**src/rtl/pingpong_ctrl.sv**
```systemverilog
// Ping-pong sample buffer sequencer: fills one bank per frame, swaps banks when the
// reader is free, and sweeps the full bank out with RD_LAT-aligned valid/last.
module pingpong_ctrl #(
  parameter int unsigned DATA_BITS = 16,
  parameter int unsigned ADDR_BITS = 10,
  parameter int unsigned FRAME_LEN = 1024,
  parameter int unsigned RD_LAT    = 2
) (
  input  logic                 clk,
  input  logic                 rst,
  input  logic                 sample_valid_i,
  input  logic [DATA_BITS-1:0] sample_i,
  output logic [DATA_BITS-1:0] buff_wdata_o,
  output logic [ADDR_BITS-1:0] buff_waddr_o,
  output logic                 buff_wren_o,
  output logic                 buff_sel_o,
  output logic [ADDR_BITS-1:0] buff_raddr_o,
  input  logic [DATA_BITS-1:0] buff_rdata_i,
  input  logic                 rd_start_i,
  output logic                 frame_ready_o,
  output logic                 rd_busy_o,
  output logic                 rd_valid_o,
  output logic [DATA_BITS-1:0] rd_data_o,
  output logic                 rd_last_o,
  output logic                 overrun_o,
  input  logic                 overrun_clr_i
);

  localparam logic [ADDR_BITS-1:0] LastAddr  = ADDR_BITS'(FRAME_LEN - 1);
  localparam int unsigned          DrainBits = (RD_LAT > 1) ? $clog2(RD_LAT) : 1;
  localparam logic [DrainBits-1:0] DrainLast = DrainBits'(RD_LAT - 1);

  typedef enum logic [1:0] {StIdle, StRead, StDrain} state_e;

  state_e                r_state, w_state_next;
  logic [ADDR_BITS-1:0]  r_wcnt;
  logic                  r_wren;
  logic [ADDR_BITS-1:0]  r_waddr;
  logic [DATA_BITS-1:0]  r_wdata;
  logic                  r_sel;
  logic                  r_frame_ready;
  logic                  r_overrun;
  logic [ADDR_BITS-1:0]  r_rcnt;
  logic [DrainBits-1:0]  r_dcnt;
  logic [RD_LAT-1:0]     r_vpipe;
  logic [RD_LAT-1:0]     r_lpipe;

  logic w_frame_done;
  logic w_start_ok;
  logic w_swap;
  logic w_drop;
  logic w_issue;
  logic w_issue_last;

  // Completion is seen in the cycle the final write is presented to the buffer.
  assign w_frame_done = r_wren && (r_waddr == LastAddr);
  assign w_start_ok   = (r_state == StIdle) && rd_start_i && r_frame_ready;
  assign w_swap       = w_frame_done && (r_state == StIdle) && !r_frame_ready;
  assign w_drop       = w_frame_done && !w_swap;
  assign w_issue      = (r_state == StRead);
  assign w_issue_last = w_issue && (r_rcnt == LastAddr);

  always_comb begin
    w_state_next = r_state;
    case (r_state)
      StIdle:  if (w_start_ok) w_state_next = StRead;
      StRead:  if (r_rcnt == LastAddr) w_state_next = StDrain;
      StDrain: if (r_dcnt == DrainLast) w_state_next = StIdle;
      default: w_state_next = StIdle;
    endcase
  end

  always_ff @(posedge clk) begin
    if (rst) begin
      r_state       <= StIdle;
      r_wcnt        <= '0;
      r_wren        <= 1'b0;
      r_waddr       <= '0;
      r_wdata       <= '0;
      r_sel         <= 1'b0;
      r_frame_ready <= 1'b0;
      r_overrun     <= 1'b0;
      r_rcnt        <= '0;
      r_dcnt        <= '0;
      r_vpipe       <= '0;
      r_lpipe       <= '0;
    end else begin
      r_state <= w_state_next;

      r_wren <= sample_valid_i;
      if (sample_valid_i) begin
        r_waddr <= r_wcnt;
        r_wdata <= sample_i;
        r_wcnt  <= (r_wcnt == LastAddr) ? '0 : r_wcnt + 1'b1;
      end

      if (w_swap) begin
        r_sel         <= ~r_sel;
        r_frame_ready <= 1'b1;
      end else if (w_start_ok) begin
        r_frame_ready <= 1'b0;
      end

      // Set has priority over clear.
      if (w_drop) r_overrun <= 1'b1;
      else if (overrun_clr_i) r_overrun <= 1'b0;

      if (w_start_ok) r_rcnt <= '0;
      else if (w_issue && (r_rcnt != LastAddr)) r_rcnt <= r_rcnt + 1'b1;

      if (r_state == StDrain) r_dcnt <= r_dcnt + 1'b1;
      else r_dcnt <= '0;

      r_vpipe[0] <= w_issue;
      r_lpipe[0] <= w_issue_last;
      for (int i = 1; i < int'(RD_LAT); i++) begin
        r_vpipe[i] <= r_vpipe[i-1];
        r_lpipe[i] <= r_lpipe[i-1];
      end
    end
  end

  assign buff_wren_o   = r_wren;
  assign buff_waddr_o  = r_waddr;
  assign buff_wdata_o  = r_wdata;
  assign buff_sel_o    = r_sel;
  assign buff_raddr_o  = w_issue ? r_rcnt : '0;
  assign frame_ready_o = r_frame_ready;
  assign rd_busy_o     = (r_state != StIdle);
  assign rd_valid_o    = r_vpipe[RD_LAT-1];
  assign rd_last_o     = r_lpipe[RD_LAT-1];
  assign rd_data_o     = r_vpipe[RD_LAT-1] ? buff_rdata_i : '0;
  assign overrun_o     = r_overrun;

endmodule

```
**config.mk**
```make
export PLATFORM = sky130hd
export DESIGN_NAME = pingpong_ctrl
export DESIGN_NICKNAME = d
export VERILOG_FILES = /design/src/rtl/pingpong_ctrl.sv
export SDC_FILE = /design/constraint.sdc
export NUM_CORES = 1
export LEC_CHECK = 0
export ABC_AREA = 1
export BUFFER_PORTS_ARGS = -buffer_cell sky130_fd_sc_hd__buf_2
export CORE_MARGIN = 2
export CORE_UTILIZATION = 28
export DETAILED_ROUTE_END_ITERATION = 6
export SYNTH_ARGS = -nofsm -noshare
export SYNTH_HDL_FRONTEND = slang
export SYNTH_SLANG_ARGS = --single-unit
```
**constraint.sdc**
```tcl
create_clock -name clk -period 2.1 [get_ports clk]
set_input_delay 0.42 -clock clk [delete_from_list [all_inputs] [get_ports clk]]
set_output_delay 0.42 -clock clk [all_outputs]
set_load 0.03 [all_outputs]
```
======== Word level (Yosys, flattened, before mapping) ========
Index checks and enable logic that the tools add are counted.
storage, ports and cells
  RAM bits ................................ 0
  bits in latches ......................... 0
  register bits after elaboration ......... 57
  memory bits (read-only) ................. 0
  input bits .............................. 37
  output and inout bits ................... 59
  word-level logic and storage cells ...... 54
  memories kept ........................... 0
operators by class
  add/sub/neg operators ................... 3
  multiplexer cells ....................... 11
  divide/modulo/power cells ............... 0
  shift-type cells ........................ 0
  order comparisons ....................... 0
  $mul .................................... 0
  bitwise logic cells ..................... 2
  eq/ne operators ......................... 9
  reduce and logical (&&, ||, !) cells .... 17
operators with widths
  kind                     number
  $eq A10 B10 Y1 const B   3
  $add A10 B1 Y10 const B  2
  $mux W10                 2
  $mux W16                 1
  $ne A10 B10 Y1 const B   1
  $logic_and A1 B1 Y1      8
  $mux W2                  3
  $pmux W2 S3              1
  $reduce_bool A2 Y1       3
  $mux W1                  4
  $ne A2 B2 Y1 const B     2
  $reduce_or A2 Y1         2
  $reduce_and A3 Y1        1
  $eq A2 B1 Y1 const B     1
  $eq A2 B2 Y1 const B     1
  $logic_not A1 Y1         2
  $logic_not A2 Y1         1
  $ne A2 B1 Y1 const B     1
  $not A1 Y1               2
  $add A1 B1 Y1 const B    1

======== Logic depth before layout (Yosys ltp) ========
  depth after elaboration ................. 7
  mapped depth ............................ 8
  gate-level depth less buffers ........... 8

======== Worst setup path before layout ========
OpenSTA, ideal clock, no wires.
  path type ............................... register to output
  start ................................... register r_vpipe[1]
  end ..................................... output rd_data_o[10]
  slack ................................... 401 ps
  required time ........................... 1680 ps
  data arrival time ....................... 1279 ps
  path buffers ............................ 2
  stages on the path, launching flop included .. 5
  cell sequence ........................... dfxtp_1 > clkbuf_1 > clkbuf_1 > nand2_1 > inv_1
on the way
  cells in the longest elaborated chain, start to end .. 1
RTL lines
  element                          RTL line  RTL
  start, declared                  45        logic [RD_LAT-1:0] r_vpipe;
  start signal, assigned by index  117       r_vpipe[i] <= r_vpipe[i-1];
  $mux W16                         132       assign rd_data_o = r_vpipe[RD_LAT-1] ? buff_rdata_i : '0;
  end, declared                    23        output logic [DATA_BITS-1:0] rd_data_o,
No other way between the ends.

======== Final worst setup path ========
  start ................................... register r_state[0]
  end ..................................... output buff_raddr_o[7]
on the way
  cells in the longest elaborated chain, start to end .. 2
RTL lines
  element                 RTL line  RTL
  start, declared         35        state_e r_state, w_state_next;
  start signal, assigned  75        r_state <= StIdle;
  start signal, assigned  88        r_state <= w_state_next;
  $eq A2 B1 Y1            60        assign w_issue = (r_state == StRead);
  $mux W10                127       assign buff_raddr_o = w_issue ? r_rcnt : '0;
  end, declared           17        output logic [ADDR_BITS-1:0] buff_raddr_o,
No other way between the ends.

==> results.toml <==
[route]
drc = 0
met1Wirelength_um = 2870
ant_nets = 0
wl_met2_um = 2954
first_pass_iters = 4
top_layer = "met4"
viasPerCell = 4.381
drtIter0Drc = 141
wl_um = 6363
vias = 2541
routedWlPerCell_um = 10.97
wl_met3_um = 424

[finish]
n_fill_cell = 941
antenna_cells = 0
finish.utilization = 0.3761
drive_gt1_frac = 0.2754
fin_nets = 506
area.growth.synth_to_final_pct = 29.50

[flow_run]
maxCapViolCount = 0

[logic_synthesis]
yosysTopAreaCellShare = 0.4462
synth_edf_count = 0
synthTopCellsByCount = "nor2_1 (87), nand2_1 (71), dfxtp_1 (57)"
ys_warn_count = 0
yosysTopAreaCell = "dfxtp_1"
netlist_instances = 374
ys.flop_type = "dfxtp_1"
syn_area_per_cell_um2 = 6.838
syn_nets = 413
syn_area_mm2 = 0.002557
yosysMostFrequentCell = "nor2_1"
synthTopCellsByArea = "dfxtp_1 (45%), nor2_1 (13%), nand2_1 (10%)"
ys_seq_area_frac = 0.4462
synth_cell_types = 29
ys_ff_latch = 57
async_flop_share = 0

[sta]
skew_ns = 0.007716
rsz0062_at_grt = "false"
hold_ws_ns = 0.3041
setup_tns_ns = 0
slew_viol_final = 0
fin_crit_ns = 1.900
fmax_mhz = 526.3
hold_viol_final = 0
maxSlewHeadroom = 0.6463
tightest_slew_ns = 0.5299
setup_viol = 0
fin_crit_sh = 0.9047
fin_ws_ns = 0.2001

[setup_path]
start_kind = "flop"
worst-r2r-cell-count = 7
criticalPathCategory = "reg2out"
end_kind = "primary output"
required_ns = 1.68
arrival_ns = 1.48
r2r_end = "r_state[0]$_SDFFE_PP0P_"
timing.rr.start = "r_rcnt[1]$_SDFFE_PP0P_"
r2r_setup_slack_ns = 0.58
path_max_fanout = 13

[pwr]
total_power_mw = 2.397
p_leak_nw = 1.682
pwr_density_cell_mw_per_mm2 = 723.9
vdd_drop_max_mv = 0.3055

[clock_network]
cts-htree-levels = 3
cts_made_buffers = 9
tritoncts = "built"
cts.repair.resized = 0
clk_path_buf_depth = 2
post_cts_buffers = 0
cts_hold_buf = 0
root_buffer = "clkbuf_8"
clock_latency_ns = 0.33
clkTransAtPathRegs_ns = 0.07
cts_sinks = 57

[grt]
grt_pass1_vias = 2359
grt_use_total = 0.1303
grt_max_degree = 36
antenna_found_initial = 0
grt_pass1_wl_um = 10490
grt_overflow_total = 0

[floorplanning]
core_mm2 = 0.008806
rows = 34
die_h_um = 99.57
ios = 96
start_util = 0.2904
die_w_um = 99.57
die-area_mm2 = 0.009914

[hold_path]
hold_path_class = "in2reg"
hold_end = "buff_wdata_o[15]$_SDFFE_PP0P_"
min_from = "sample_i[15]"
whs_path_depth = 3

[placement]
gp_congestion = 0.8174
portBuffers = 95
dp_slack_ns = 0.5296
dp_hpwl_um = 4749

[run_status]
outcome = "finished, final reports clean"
worst max path at each step:
stage                            to  depth (start not counted)                     from
floorplan             rd_data_o[10]                          4    r_vpipe[1]$_SDFF_PP0_
global placement    buff_raddr_o[7]                          5  r_state[0]$_SDFFE_PP0P_
detailed placement  buff_raddr_o[7]                          5  r_state[0]$_SDFFE_PP0P_
CTS                 buff_raddr_o[7]                          5  r_state[0]$_SDFFE_PP0P_
global route        buff_raddr_o[7]                          5  r_state[0]$_SDFFE_PP0P_
finish              buff_raddr_o[7]                          5  r_state[0]$_SDFFE_PP0P_
area by class of cell:
class / instances / area, um^2 / share of cell area
Multi-Input combinational cell: 251 / 1145 / 0.3457
Clock inverter: 5 / 53.80 / 0.01624
Timing Repair Buffer: 98 / 498.0 / 0.1504
Sequential cell: 57 / 1141 / 0.3445
Clock buffer: 11 / 151.4 / 0.04571
Inverter: 50 / 187.7 / 0.05667
Tap cell: 108 / 135.1 / 0.04080
cell families after synthesis:
group | synth area share
DFF | 0.4462
and+or+nand+nor | 0.3219
AOI/OAI and AO/OA | 0.1023
adders and majority gates | 0.009783
xor gates and xnor gates | 0.01370
buffers and inverters | 0.1062
flip-flops by register name, summed over array words and instances, names as in the netlist, 2 cells and up:
register / flops
buff_wdata_o: 16
r_state: 2
r_wcnt: 10
r_lpipe: 2
r_rcnt: 10
buff_waddr_o: 10
r_vpipe: 2
worst max-delay path, stage by stage, from the launching register on:
cell and delay (ns):
dfxtp_1 0.35, inv_2 0.06, nor2_4 0.18, inv_2 0.16
nor2_1 0.18, buf_2 0.23
layer usage:
metal / GRT usage / vias up
li1: - / 1342
met1: 0.1572 / 1122
met2: 0.2183 / 67
met3: 0.03233 / 10
met4: 0.06006 / 0
met5: 0 / -
through the flow:
step / cells / instance area [um^2]
after floorplan: 374 / 2557
after global placement: 564 / 3107
after detailed placement: 564 / 3107
after CTS: 580 / 3312
after global routing: 580 / 3312
final: 580 / 3312
power by group:
part	switching (mW)	leakage [nW]	internal, mW
registers	0.0201	0.465	1.11
clock network	0.447	0.109	0.608
logic	0.138	1.11	0.0703
total	0.605	1.68	1.79
layout by cell type (no fill, tap or decap):
master / instances
nand2_2: 2
nor3_1: 3
nor2_4: 2
a21oi_2: 1
a31oi_1: 1
nand2_1: 71
nand3_1: 17
nor3b_1: 1
inv_2: 4
clkinv_4: 1
nand3b_1: 1
nand3b_4: 1
nor2_2: 5
nand4_1: 3
nand3_2: 1
xnor2_1: 1
a21oi_1: 19
o21ai_1: 2
o22ai_1: 1
clkinv_2: 3
nor2_1: 87
dfxtp_1: 57
xor2_1: 3
bufinv_16: 1
clkbuf_8: 11
o21ai_0: 27
buf_4: 3
ha_1: 2
inv_1: 46
buf_2: 95
(Power assumes the default switching activity.)
